===== src/rtl/mem_arb_pkg.sv =====
`default_nettype none
// ============================================================================
// Module  : mem_arb_pkg
// Purpose : Shared types for the unified-memory arbiter (FSM states, requester codes).
// Revision: 1.0  initial release
// ============================================================================
package mem_arb_pkg;

   typedef enum logic [1:0] {
      ST_IDLE   = 2'd0,
      ST_ACCESS = 2'd1,
      ST_RESP   = 2'd2
   } state_t;

   typedef enum logic {
      SEL_I = 1'b0,
      SEL_D = 1'b1
   } sel_t;

endpackage
`default_nettype wire


===== src/rtl/mem_wait_counter.sv =====
`default_nettype none
// ============================================================================
// Module  : mem_wait_counter
// Purpose : Counts down the fixed memory latency; done flags the last ACCESS cycle.
// Revision: 1.0  initial release
// ============================================================================
module mem_wait_counter #(
   parameter int LATENCY = 4
) (
   input  logic clk,
   input  logic rst_n,
   input  logic load,
   input  logic dec,
   output logic done
);

   localparam int CNT_W = $clog2(LATENCY + 1);
   localparam logic [CNT_W-1:0] C_LOAD_VAL = CNT_W'(LATENCY - 1);

   logic [CNT_W-1:0] r_cnt;

   always_ff @(posedge clk or negedge rst_n) begin
      if (!rst_n) begin
         r_cnt <= '0;
      end else if (load) begin
         r_cnt <= C_LOAD_VAL;
      end else if (dec && (r_cnt != '0)) begin
         r_cnt <= r_cnt - 1'b1;
      end
   end

   assign done = (r_cnt == '0);

endmodule
`default_nettype wire


===== src/rtl/mem_arbiter.sv =====
`default_nettype none
// ============================================================================
// Module  : mem_arbiter
// Purpose : Shares one fixed-latency single-port memory between fetch (I) and load/store (D).
// Revision: 1.0  initial release
// ============================================================================
module mem_arbiter
   import mem_arb_pkg::*;
#(
   parameter int ADDR_W  = 16,
   parameter int DATA_W  = 16,
   parameter int LATENCY = 4
) (
   input  logic              clk,
   input  logic              rst_n,
   input  logic              hlt,
   input  logic              i_req,
   input  logic [ADDR_W-1:0] i_addr,
   output logic              i_ack,
   output logic [DATA_W-1:0] i_rdata,
   input  logic              d_req,
   input  logic              d_wr,
   input  logic [ADDR_W-1:0] d_addr,
   input  logic [DATA_W-1:0] d_wdata,
   output logic              d_ack,
   output logic [DATA_W-1:0] d_rdata,
   output logic              stall,
   output logic              mem_en,
   output logic              mem_wr,
   output logic [ADDR_W-1:0] mem_addr,
   output logic [DATA_W-1:0] mem_wdata,
   input  logic [DATA_W-1:0] mem_rdata
);

   state_t            r_state;
   state_t            w_state_nxt;
   sel_t              r_sel;
   logic [ADDR_W-1:0] r_addr;
   logic [DATA_W-1:0] r_wdata;
   logic [DATA_W-1:0] r_rdata;
   logic              r_wr;
   logic              r_last_d;

   logic              w_elig_i;
   logic              w_grant_d;
   logic              w_grant;
   logic              w_sample;
   logic              w_in_access;
   logic              w_cnt_done;

   // D wins a contended IDLE cycle unless it won the previous grant.
   assign w_elig_i  = i_req & ~hlt;
   assign w_grant_d = d_req & (~w_elig_i | ~r_last_d);

   always_comb begin
      w_state_nxt = r_state;
      w_grant     = 1'b0;
      w_sample    = 1'b0;
      w_in_access = 1'b0;
      case (r_state)
         ST_IDLE: begin
            if (d_req || w_elig_i) begin
               w_grant     = 1'b1;
               w_state_nxt = ST_ACCESS;
            end
         end
         ST_ACCESS: begin
            w_in_access = 1'b1;
            if (w_cnt_done) begin
               w_sample    = 1'b1;
               w_state_nxt = ST_RESP;
            end
         end
         ST_RESP: begin
            w_state_nxt = ST_IDLE;
         end
         default: begin
            w_state_nxt = ST_IDLE;
         end
      endcase
   end

   always_ff @(posedge clk or negedge rst_n) begin
      if (!rst_n) begin
         r_state  <= ST_IDLE;
         r_sel    <= SEL_I;
         r_addr   <= '0;
         r_wdata  <= '0;
         r_wr     <= 1'b0;
         r_last_d <= 1'b0;
         r_rdata  <= '0;
      end else begin
         r_state <= w_state_nxt;
         if (w_grant) begin
            r_sel    <= w_grant_d ? SEL_D : SEL_I;
            r_addr   <= w_grant_d ? d_addr : i_addr;
            r_wr     <= w_grant_d & d_wr;
            r_wdata  <= d_wdata;
            r_last_d <= w_grant_d;
         end
         if (w_sample && !r_wr) begin
            r_rdata <= mem_rdata;
         end
      end
   end

   mem_wait_counter #(
      .LATENCY (LATENCY)
   ) u_wait_cnt (
      .clk   (clk),
      .rst_n (rst_n),
      .load  (w_grant),
      .dec   (w_in_access),
      .done  (w_cnt_done)
   );

   // Strobes decode from the state register so an async reset drops them at once.
   assign mem_en    = (r_state == ST_ACCESS);
   assign mem_wr    = mem_en & r_wr;
   assign mem_addr  = r_addr;
   assign mem_wdata = r_wdata;

   assign i_ack   = (r_state == ST_RESP) && (r_sel == SEL_I);
   assign d_ack   = (r_state == ST_RESP) && (r_sel == SEL_D);
   assign i_rdata = r_rdata;
   assign d_rdata = r_rdata;

   assign stall = (i_req & ~i_ack) | (d_req & ~d_ack);

endmodule
`default_nettype wire


===== config.mk =====
export PLATFORM = sky130hd
export DESIGN_NAME = mem_arbiter
export DESIGN_NICKNAME = d
export VERILOG_FILES = /design/src/rtl/mem_arb_pkg.sv /design/src/rtl/mem_wait_counter.sv /design/src/rtl/mem_arbiter.sv
export SDC_FILE = /design/constraint.sdc
export NUM_CORES = 1
export LEC_CHECK = 0
export ABC_AREA = 1
export BUFFER_PORTS_ARGS = -buffer_cell sky130_fd_sc_hd__buf_2
export CORE_MARGIN = 10
export CORE_UTILIZATION = 41
export DETAILED_ROUTE_END_ITERATION = 7
export PLACE_DENSITY_LB_ADDON = 0.15
export SKIP_CTS_REPAIR_TIMING = 1
export SYNTH_ARGS = -nofsm -noshare
export SYNTH_HDL_FRONTEND = slang
export SYNTH_HIERARCHICAL = 1
export SYNTH_SLANG_ARGS = --single-unit

===== constraint.sdc =====
create_clock -name clk -period 1.7 [get_ports clk]
set_clock_uncertainty 0.2 [all_clocks]
set_input_delay 0.085 -clock clk [delete_from_list [all_inputs] [get_ports clk]]
set_output_delay 0.085 -clock clk [all_outputs]
set_load 0.1 [all_outputs]

# Yosys cells after proc, flatten, opt, wreduce, memory -nomap -nowiden
# Cells that the tools add are included.
# Widths: inputs -> output; s select.
[word_totals] ff_bits=56 latch_bits=0 mem_bits_rw=0 rom_bits=0 inputBits=70 output_inout_bits=69 elab_cells=50 n_memories=0
[op_classes] addsub=1 n_mul=0 div=0 order_cmp=0 n_eq_ne=4 shifts=0 muxes=12 bitwise_logic=14 n_reduce_logical=11
[ops] operator="$mux 16" n=1
[ops] operator="$and 1x1->1" n=6
[ops] operator="$mux 1" n=6
[ops] operator="$mux 3" n=2
[ops] operator="$not 1->1" n=6
[ops] operator="$logic_and 1x1->1" n=4
[ops] operator="$mux 2" n=2
[ops] operator="$pmux 2 s2" n=1
[ops] operator="$logic_not 3->1" n=1
[ops] operator="$reduce_bool 3->1" n=1
[ops] operator="$sub 3x1->3 const B" n=1
[ops] operator="$eq 2x1->1 const B" n=1
[ops] operator="$eq 2x2->1 const B" n=1
[ops] operator="$logic_not 2->1" n=1
[ops] operator="$ne 2x1->1 const B" n=1
[ops] operator="$ne 2x2->1 const B" n=1
[ops] operator="$or 1x1->1" n=2
[ops] operator="$reduce_and 2->1" n=1
[ops] operator="$reduce_bool 2->1" n=1
[ops] operator="$logic_not 1->1" n=1
[ops] operator="$logic_or 1x1->1" n=1

# Longest topological paths before layout
# Gate-level depths: netlist of the first run.
[depth] word_depth=6 mapped_depth=7 depth_no_buf=7

# Hierarchy
# The synthesis of the first run kept the hierarchy.
[by_module_without_submodules] module="mem_arbiter" n_inst=1 cells_per_inst=318 area_per_inst_um2=2492.4 seq_area_each_um2=1301.2
[by_module_without_submodules] module="mem_wait_counter" n_inst=1 cells_per_inst=24 area_per_inst_um2=178.9 seq_area_each_um2=75.1

# Worst setup path after synthesis of the first run
# OpenSTA, ideal clock, no wires.
[synth_timing] path_kind="reg-to-output" from="register r_sel" to="output port stall" t_arrival_ns=4.127 slack_ns=-2.712 stages_incl_launch_ff=4 cell_sequence="dfrtp_1 > inv_1 > nor3_1 > o22ai_1"
[synth_between] elab_cells_between_ends=8 classes_between="bitwise: 6; reduce/logical: 2"
[synth_rtl] element="start, declared" line="mem_arbiter.sv:37" text="sel_t r_sel;"
[synth_rtl] element="start signal, assigned" line="mem_arbiter.sv:95" text="r_sel <= w_grant_d ? SEL_D : SEL_I;"
[synth_rtl] element="$logic_and 1x1->1" line="mem_arbiter.sv:124" text="assign d_ack = (r_state == ST_RESP) && (r_sel == SEL_D);"
[synth_rtl] element="named net d_ack" line="mem_arbiter.sv:25" text="output logic d_ack,"
[synth_rtl] element="$not 1->1" line="mem_arbiter.sv:128" text="assign stall = (i_req & ~i_ack) | (d_req & ~d_ack);"
[synth_rtl] element="$and 1x1->1" line="mem_arbiter.sv:128"
[synth_rtl] element="$or 1x1->1" line="mem_arbiter.sv:128"
[synth_rtl] element="end, declared" line="mem_arbiter.sv:27" text="output logic stall,"
# The timed path passes the listed nets, and every way through them passes these cells.

# Worst setup path in the final report of the first run
[layout_timing] from="register r_state[1]" to="output port stall"
[layout_between] elab_chain_cells=5 elab_cells_between_ends=8 classes_between="eq/ne: 1; bitwise: 5; reduce/logical: 2"
[layout_lines] element="start, declared" line="mem_arbiter.sv:35" text="state_t r_state;"
[layout_lines] element="start signal, assigned" line="mem_arbiter.sv:93" text="r_state <= w_state_nxt;"
[layout_lines] element="$eq 2x2->1 *" line="mem_arbiter.sv:123, mem_arbiter.sv:124"
[layout_lines] element="$logic_and 1x1->1, on equally long branches" line="mem_arbiter.sv:123, mem_arbiter.sv:124"
[layout_lines] element="$not 1->1" line="mem_arbiter.sv:128"
[layout_lines] element="$and 1x1->1" line="mem_arbiter.sv:128"
[layout_lines] element="$or 1x1->1 *" line="mem_arbiter.sv:128"
# Mark *: on every way between the ends. The rest lies on a longest branch, timed or not.

==> results of run 1 <==
## stage by stage
stage                     setup slack [ps]  TNS (ps)  instances  utilization  hold slack (ps)
after global placement               144.3         0        536       0.5452           -91.03
after global routing                -35.40    -61.69        614       0.6674            131.4
after CTS                           -43.25    -43.25        543       0.5590           -427.6
after floorplan                     -352.0     -5429        342            -           -410.6
final                                35.55         0        614       0.6674            81.06
after detailed placement             54.46         0        536       0.5452           -93.81
## kinds of logic after synthesis
family,synth area share
adders and majority gates,0.009366
buffers and inverters,0.1728
and+or+nand+nor,0.2604
DFF,0.5152
AOI/OAI and AO/OA,0.04216
## worst min path at each step
| stage | end | start | depth (start not counted) |
|---|---|---|---|
| 2_1_floorplan | d_rdata[0]$_DFFE_PN0P_ | rst_n | 0 |
| 3_5_place_dp | mem_wdata[3]$_DFFE_PN0P_ | rst_n | 2 |
| 3_3_place_gp | mem_wdata[6]$_DFFE_PN0P_ | rst_n | 2 |
| 4_1_cts | mem_wdata[3]$_DFFE_PN0P_ | rst_n | 2 |
| 5_1_grt | mem_addr[13]$_DFFE_PN0P_ | rst_n | 3 |
| 6_report | r_wr$_DFFE_PN0P_ | i_req | 6 |
## flip-flops by register name (all words and copies together), names as in the netlist
name and count:
r_wr 1, r_state 2, mem_wdata 16, u_wait_cnt/r_cnt 3, mem_addr 16, r_sel 1, d_rdata 16
## cell usage after synthesis
master / count / area [um2]
nand2_1: 122 / 457.9
inv_1: 65 / 244.0
dfrtp_1: 55 / 1376
nand3_1: 40 / 200.2
buf_4: 21 / 157.7
o21ai_0: 18 / 90.09
clkbuf_1: 5 / 18.77
buf_6: 3 / 33.78
nor2_1: 3 / 11.26
ha_1: 2 / 25.02
inv_2: 2 / 7.510
nor3_1: 2 / 10.01
a21oi_4: 1 / 16.27
nand3_2: 1 / 10.01
nor2_2: 1 / 6.260
o22ai_1: 1 / 6.260
## routing by layer
| layer | track usage | up-vias | wire [um] |
|---|---|---|---|
| met4 | 0.02609 | 0 | 93 |
| met2 | 0.2236 | 98 | 4045 |
| met5 | 0 | - | 0 |
| met1 | 0.1582 | 1247 | 3286 |
| li1 | - | 1393 | - |
| met3 | 0.06996 | 8 | 888 |
## layout make-up
type,instances,area [um2],area share
multi-input cells,191,889.6,0.2099
flip-flops and latches,55,1376,0.3248
clock buffers,6,82.58,0.01949
inverters,67,254.0,0.05994
diodes,3,7.507,0.001771
clock inverters,1,5.005,0.001181
well taps,77,96.34,0.02273
repair buffers,214,1526,0.3602
## worst max-delay path, cell delays in order, from the launching register on
cell     delay, ps
dfrtp_1        420
inv_2           90
nor3_4         280
o22ai_4        110
buf_12         170
==> results.md, run 1 <==
* Status: finished, final reports clean
* Slew Viols, Final at 0
* Die W at 100.7 um
* Synth warnings at 6
* Post-Syn Nets at 414
* Final min period at 1664 ps
* Hold Path Class: primary input to flip-flop
* CTS tree: done
* Die area at 10140 um2
* Buffers on Ports at 138
* Setup violators final at 0
* FILL cells at 533
* DRT iter0 DRCs at 73
* Reg-to-reg startpoint: r_state[1]$_DFFE_PN0P_
* Synthesis-stage register bit count at 55
* Skew-Pair Late Insertion Delay at 300 ps
* R2r worst-path depth at 7
* Crit path to: stall
* Vias in the first global route at 2500
* Sink Count at 55
* Worst r2r dst: u_wait_cnt/r_cnt[2]$_DFFE_PN0P_
* Share of post-route cells with drive strength above 1 at 0.3165
* Commonest cells after routing, fill and taps aside: 133 x buf_2, 122 x nand2_1, 66 x dlygate4sd3_1
* Mean Syn Cell Area at 7.811 um2
* Arr. time, crit path at 1380 ps
* DP HPWL at 5.515 mm
* First-pass GRT wire length at 11.51 mm
* Max Clk Rate at 600.8 MHz
* Via density at 4.472
* Routed length per instance at 13.54 um
* Worst slew margin at 0.6632
* Final hold violations at 0
* Total Wirelength at 8.314 mm
* Post-Syn Area at 2671 um2
* Die Ht at 100.7 um
* Initial antenna violation count at 3
* Global route total overflow at 0
* Max Cap Violations at 0
* Synth-to-Final Area Change at 58.64%
* Drt drc at 0
* CTS Buf Count at 5
* Pin count of the biggest net entering global routing at 56
* CTS Root Cell: clkbuf_8
* Yosys cell types at 16
* Maximum root-to-sink buffer count at 2
* Crit path capture type: primary output
* Register area share after synthesis at 0.5152
* Cell area after layout at 4238 um2
* RSZ-0062 raised after global routing: yes
* Worst path required time at 1410 ps
* Nets at 606
* Most common cell after layout, fill and taps aside: buf_2
* Initial Util at 0.4207
* Nature of the critical path startpoint: flip-flop
* Fin crit share at 0.9791
* TritonRoute pass-1 iters at 4
* Placed cell areas at 3462 um2
* Final antenna-violating net count at 0
* IO Pins at 139
* GPL Wtd Cong at 0.7278
* Critical Path Source: r_state[1]$_DFFE_PN0P_
* Reg-to-reg slack, setup at 100 ps
* Crit path kind: flip-flop to primary output
* Worst-Margin Slew at 508.6 ps
* Depth of the CTS H-tree at 2
* Core Region at 6350 um2
* Crit Path Max Fanout at 3
* Total number of vias at 2746
* Clock transition at path regs at 90 ps
* Mapped Cells at 342
* Total track usage at 0.1371
* Row cnt at 29
Power of run 1 is left out: the tool's default activity adds up to more than one toggle a clock period on the data nets, which glitch-free logic cannot reach.
==> run 2: changes to the inputs <==
- CORE_UTILIZATION: 41 -> 45
- clock period: 1.7 -> 1.81 ns (I/O delays scaled with it)
==> run 2 against run 1 <==
The flow now finishes with violations (negative hold slack). Cell count fell by 1.1%. Register-to-register slack improved by 100 ps. Wire length fell by 3.8%. Non-clock buffer count fell by 3. Die area fell by 7.2%. Worst setup slack improved by 52 ps. First-iteration DRC count rose by 2.7%. Count of clock-buffer cells in the layout did not move. Design area fell by 1.4%. Global-route usage rose by 0.48 points.
==> results.md, run 2 (synthesis results as in run 1) <==
* Die W at 97.05 um (-3.6%)
* Pin count of the biggest net entering global routing at 56 (unchanged)
* Fin crit share at 0.9517
* CP max stage cell: dfrtp_2
* Drt drc at 0 (unchanged)
* Antenna diodes at 0 (-3)
* Max Cap Violations at 0 (unchanged)
* Crit path kind: flip-flop to primary output
* Nature of the critical path startpoint: flip-flop
* DRT iter0 DRCs at 75 (+2.7%)
* IO Pins at 139 (unchanged)
* Hold Path Class: primary input to flip-flop
* Row cnt at 28 (-3.4%)
* Buffers on Ports at 138 (unchanged)
* Routed length per instance at 13.18 um (-2.7%)
* Crit path largest cell delay at 440 ps (+20 ps)
* Worst-Margin Slew at 553.3 ps (+44.70 ps)
* Status: complete, but fails checks
* Multi-input logic area at 887.1 um2 (-0.28%)
* Via density at 4.483 (+0.23%)
* Worst slew margin at 0.6306 (-0.03267)
* FILL cells at 475 (-11%)
* CTS Root Cell: clkbuf_8
* Bufs and invs on worst path at 3 (+1)
* Final antenna-violating net count at 0 (unchanged)
* CTS Buf Count at 5 (unchanged)
* RSZ-0062 raised after global routing: no
* Maximum root-to-sink buffer count at 2 (unchanged)
* Crit path capture type: primary output
* First-pass GRT wire length at 11.47 mm (-0.36%)
* Worst hold slack at -25.14 ps (-106.2 ps)
* Seq. cell area at 1378 um2 (about the same)
* Arr. time, crit path at 1430 ps (+50 ps)
* Initial Util at 0.4566 (+0.03590)
* GPL Wtd Cong at 0.7634 (+4.9%)
* Nets at 603 (-0.50%)
* Violated checks: negative hold slack
* DP HPWL at 5.286 mm (-4.2%)
* Final min period at 1723 ps
* Total Wirelength at 7.998 mm (-3.8%)
* Depth of the CTS H-tree at 2 (unchanged)
* Commonest cells after routing, fill and taps aside: 133 x buf_2, 122 x nand2_1, 66 x dlygate4sd3_1
* Worst path required time at 1520 ps (+110 ps)
* Sink Count at 55 (unchanged)
* Vias in the first global route at 2381 (-4.8%)
* Slew Viols, Final at 0 (unchanged)
* TritonRoute pass-1 iters at 5 (+1)
* Max Clk Rate at 580.5 MHz
* Global route total overflow at 0 (unchanged)
* Final worst-path setup slack at 87.35 ps (+51.80 ps)
* Skew-Pair Late Insertion Delay at 300 ps (about the same)
* Top delay family on crit path: flip-flops
* Total number of vias at 2721 (-0.91%)
* Core Region at 5851 um2 (-7.9%)
* Share of post-route cells with drive strength above 1 at 0.3120 (-0.004449)
* Initial antenna violation count at 0 (-3)
* Critical path depth at 5 (+1)
* Most common cell after layout, fill and taps aside: buf_2
* Die Ht at 97.05 um (-3.6%)
* Final Core Density at 0.7141 (+0.04668)
* Die area at 9418 um2 (-7.2%)
* Setup violators final at 0 (unchanged)
* Critical path cell sequence: inv_2 -> nor2_4 -> inv_2 -> nor2_4 -> buf_12
* Total track usage at 0.1419 (+0.004822)
* R2r worst-path depth at 7 (unchanged)
* Final hold violations at 2 (+2)
* Pre-CTS setup slack at 118.4 ps (+63.98 ps)
* Clock transition at path regs at 100 ps (about the same)
* Hold path cells at 4 (-2)
* Synth-to-Final Area Change at 56.39%
* CTS tree: done
* Crit Path Max Fanout at 7 (+4)
## run 2: changes by cell type in the layout (fill, tap and decap cells not counted), sizes merged
cell      change
clkinvlp      +1
buf           -3
diode         -3
## run 2: final cells by class
class                      instances  area share
sequential                        55      0.3297
tap                               75     0.02246
timing repair buffer             211      0.3549
inverter                          67     0.06020
multi-input combinational        191      0.2123
clock inverter                     2    0.002995
clock buffer                       6     0.01737
## run 2: metrics by stage
stage / hold WS, ps / std cells / setup TNS [ps] / area [um2]
CTS: -425.8 / 540 / -53.01 / 3502
detailed placement: -92.74 / 532 / 0 / 3417
finish: -25.14 / 607 / 0 / 4178
floorplan: -405.1 / 342 / -3321 / 2736
global placement: -90.63 / 532 / 0 / 3417
global route: 14.29 / 607 / 0 / 4178
## run 2: worst reg2reg max path, stage by stage (launching register included)
cell     delay [ps]
dfrtp_1         390
inv_1            70
ha_1            150
ha_1            250
nand3_2         100
buf_6           190
nand2_1          70
o21ai_0          80
## run 2: path summary, 6_finish.rpt
| kind | from | slack (ps) | endpoint |
|---|---|---|---|
| max | r_state[0]$_DFFE_PN0P_ | 90 | mem_wr |
| min | d_req | -30 | mem_addr[0]$_DFFE_PN0P_ |
| max reg2reg | u_wait_cnt/r_cnt[0]$_DFFE_PN0P_ | 200 | d_rdata[2]$_DFFE_PN0P_ |
| min reg2reg | mem_wdata[8]$_DFFE_PN0P_ | 270 | mem_wdata[8]$_DFFE_PN0P_ |
| max in group asynchronous | rst_n | 1050 | r_state[0]$_DFFE_PN0P_ |
| min in group asynchronous | rst_n | 100 | mem_addr[5]$_DFFE_PN0P_ |
## run 2: layer usage
metal  global-route usage  part of all wire  vias to the layer above
met3              0.07681             0.098                        6
met1               0.1746              0.41                     1240
met2               0.2135              0.49                       95
li1                     -                 -                     1380
met4              0.03178            0.0075                        0
met5                    0                 0                        -
Power of run 2 is left out for the same reason.
==> run 3: changes to the inputs <==
- CORE_UTILIZATION: 45 -> 40
==> run 3 against run 2 <==
The run now ends clean. Worst setup slack gained 20 ps. Sequential cell count unchanged. Worst hold slack improved by 73 ps. Fmax increased by 1.2%. Core utilization is 6.1 points lower. Design area grew 0.45%. Wire length grew 2.5%. Critical endpoint is now stall. Highest routed layer unchanged.
==> results.md, run 3 (synthesis results as in run 1) <==
* Final min period at 1702 ps (-20.23 ps)
* Worst path required time at 1520 ps (about the same)
* Met1 Track Usage GR at 0.1594 (-0.01523)
* DP HPWL at 5.524 mm (+4.5%)
* Hold Path Class: primary input to flip-flop
* Skew-Pair Late Insertion Delay at 310 ps (about the same)
* Crit path capture type: primary output
* Slew Viols, Final at 0 (unchanged)
* Pin count of the biggest net entering global routing at 56 (unchanged)
* Total Wirelength at 8.198 mm (+2.5%)
* Crit Path Max Fanout at 3 (-4)
* Drt drc at 0 (unchanged)
* Row cnt at 29 (+3.6%)
* Max Cap Violations at 0 (unchanged)
* Final Core Density at 0.6534 (-0.06065)
* Final antenna-violating net count at 0 (unchanged)
* Depth of the CTS H-tree at 2 (unchanged)
* Critical path cell sequence: inv_1 -> nor3_4 -> o22ai_4 -> buf_6
* Clock transition at path regs at 100 ps (about the same)
* Crit path kind: flip-flop to primary output
* Worst slew margin at 0.6690 (+0.03839)
* Finished Layout Cells at 610 (+0.49%)
* Core Region at 6422 um2 (+9.8%)
* TritonRoute pass-1 iters at 6 (+1)
* DRT iter0 DRCs at 84 (+12%)
* Antenna diodes at 0 (unchanged)
* Status: finished, final reports clean
* Crit path largest cell delay at 420 ps (-20 ps)
* Nets at 604 (+0.17%)
* Via density at 4.389 (-2.1%)
* Top delay family on crit path: flip-flops
* Post-Place Cells at 536 (+0.75%)
* Setup violators final at 0 (unchanged)
* Total number of vias at 2677 (-1.6%)
* Met3 usage at 0.06331 (-0.01351)
* Bufs and invs on worst path at 2 (-1)
* IO Pins at 139 (unchanged)
* CTS tree: done
* Final hold violations at 0 (-2)
* Max Clk Rate at 587.4 MHz (+1.2%)
* Sink Count at 55 (unchanged)
* Die Ht at 101.7 um (+4.8%)
* First-pass GRT wire length at 11.72 mm (+2.2%)
* Most common cell after layout, fill and taps aside: buf_2
* GPL Wtd Cong at 0.7647 (+0.17%)
* RSZ-0062 raised after global routing: no
* Die area at 10350 um2 (+9.9%)
* Worst-Margin Slew at 500.0 ps (-53.34 ps)
* Nature of the critical path startpoint: flip-flop
* Die W at 101.7 um (+4.8%)
* Total track usage at 0.1397 (-0.002270)
* Commonest cells after routing, fill and taps aside: 133 x buf_2, 122 x nand2_1, 66 x dlygate4sd3_1
* GR Layer Usage met2 at 0.2341 (+0.02062)
* CTS Root Cell: clkbuf_8
* CP max stage cell: dfrtp_2
* Fin crit share at 0.9406 (-0.01118)
* Share of post-route cells with drive strength above 1 at 0.3133 (+0.001291)
* Buffers on Ports at 138 (unchanged)
* Routed length per instance at 13.44 um (+2.0%)
* Initial Util at 0.4159 (-0.04065)
* GR peak layer: met2
* FILL cells at 561 (+18%)
* Vias in the first global route at 2479 (+4.1%)
* Arr. time, crit path at 1410 ps (-20 ps)
* Initial antenna violation count at 0 (unchanged)
* CTS Buf Count at 5 (unchanged)
* Synth-to-Final Area Change at 57.10%
* Global route total overflow at 0 (unchanged)
* Maximum root-to-sink buffer count at 2 (unchanged)
[run 3: tightest hold or removal path: stages]
cell,delay [ps]
buf_2,80
inv_1,50
nand3_2,60
nand2_1,60
inv_1,70
nand2_1,50
o21ai_0,60
[run 3: layout make-up]
cell class | instances | area, um2 | share of cell area
Multi-Input combinational cell | 191 | 887.1 | 0.2114
Inverter | 67 | 254.0 | 0.06052
Tap cell | 77 | 96.34 | 0.02296
Sequential cell | 55 | 1378 | 0.3283
Timing Repair Buffer | 212 | 1494 | 0.3560
Clock buffer | 5 | 68.82 | 0.01640
Clock inverter | 3 | 18.77 | 0.004472
[run 3: per-layer routing]
metal | vias up | routed length [um] | share of wire
li1 | 1379 | - | -
met1 | 1210 | 3266 | 0.40
met2 | 80 | 4019 | 0.49
met3 | 8 | 807 | 0.098
met4 | 0 | 105 | 0.013
met5 | - | 0 | 0
[run 3: per-stage QoR]
step           worst slack, ps  instance area [um2]  hold WS [ps]  setup TNS [ps]
2_1_floorplan           -247.5                 2736        -405.1           -3321
3_3_place_gp             124.6                 3435        -83.58               0
3_5_place_dp             95.33                 3435        -84.10               0
4_1_cts                 -68.14                 3522        -432.3          -68.14
5_1_grt                  14.20                 4197         72.82               0
6_report                 107.6                 4197         47.97               0
[run 3: final timing paths]
kind | from | end | slack (ps) | cells after the start
max in group asynchronous | rst_n | d_rdata[3]$_DFFE_PN0P_ | 1050 | 3
worst min register to register | mem_wdata[9]$_DFFE_PN0P_ | mem_wdata[9]$_DFFE_PN0P_ | 280 | 2
min in group asynchronous | rst_n | mem_addr[1]$_DFFE_PN0P_ | 90 | 3
worst max-delay path | r_sel$_DFFE_PN0P_ | stall | 110 | 4
worst max register to register | r_state[1]$_DFFE_PN0P_ | mem_addr[5]$_DFFE_PN0P_ | 140 | 6
worst min-delay path | hlt | r_sel$_DFFE_PN0P_ | 50 | 7
Power of run 3 is left out for the same reason.
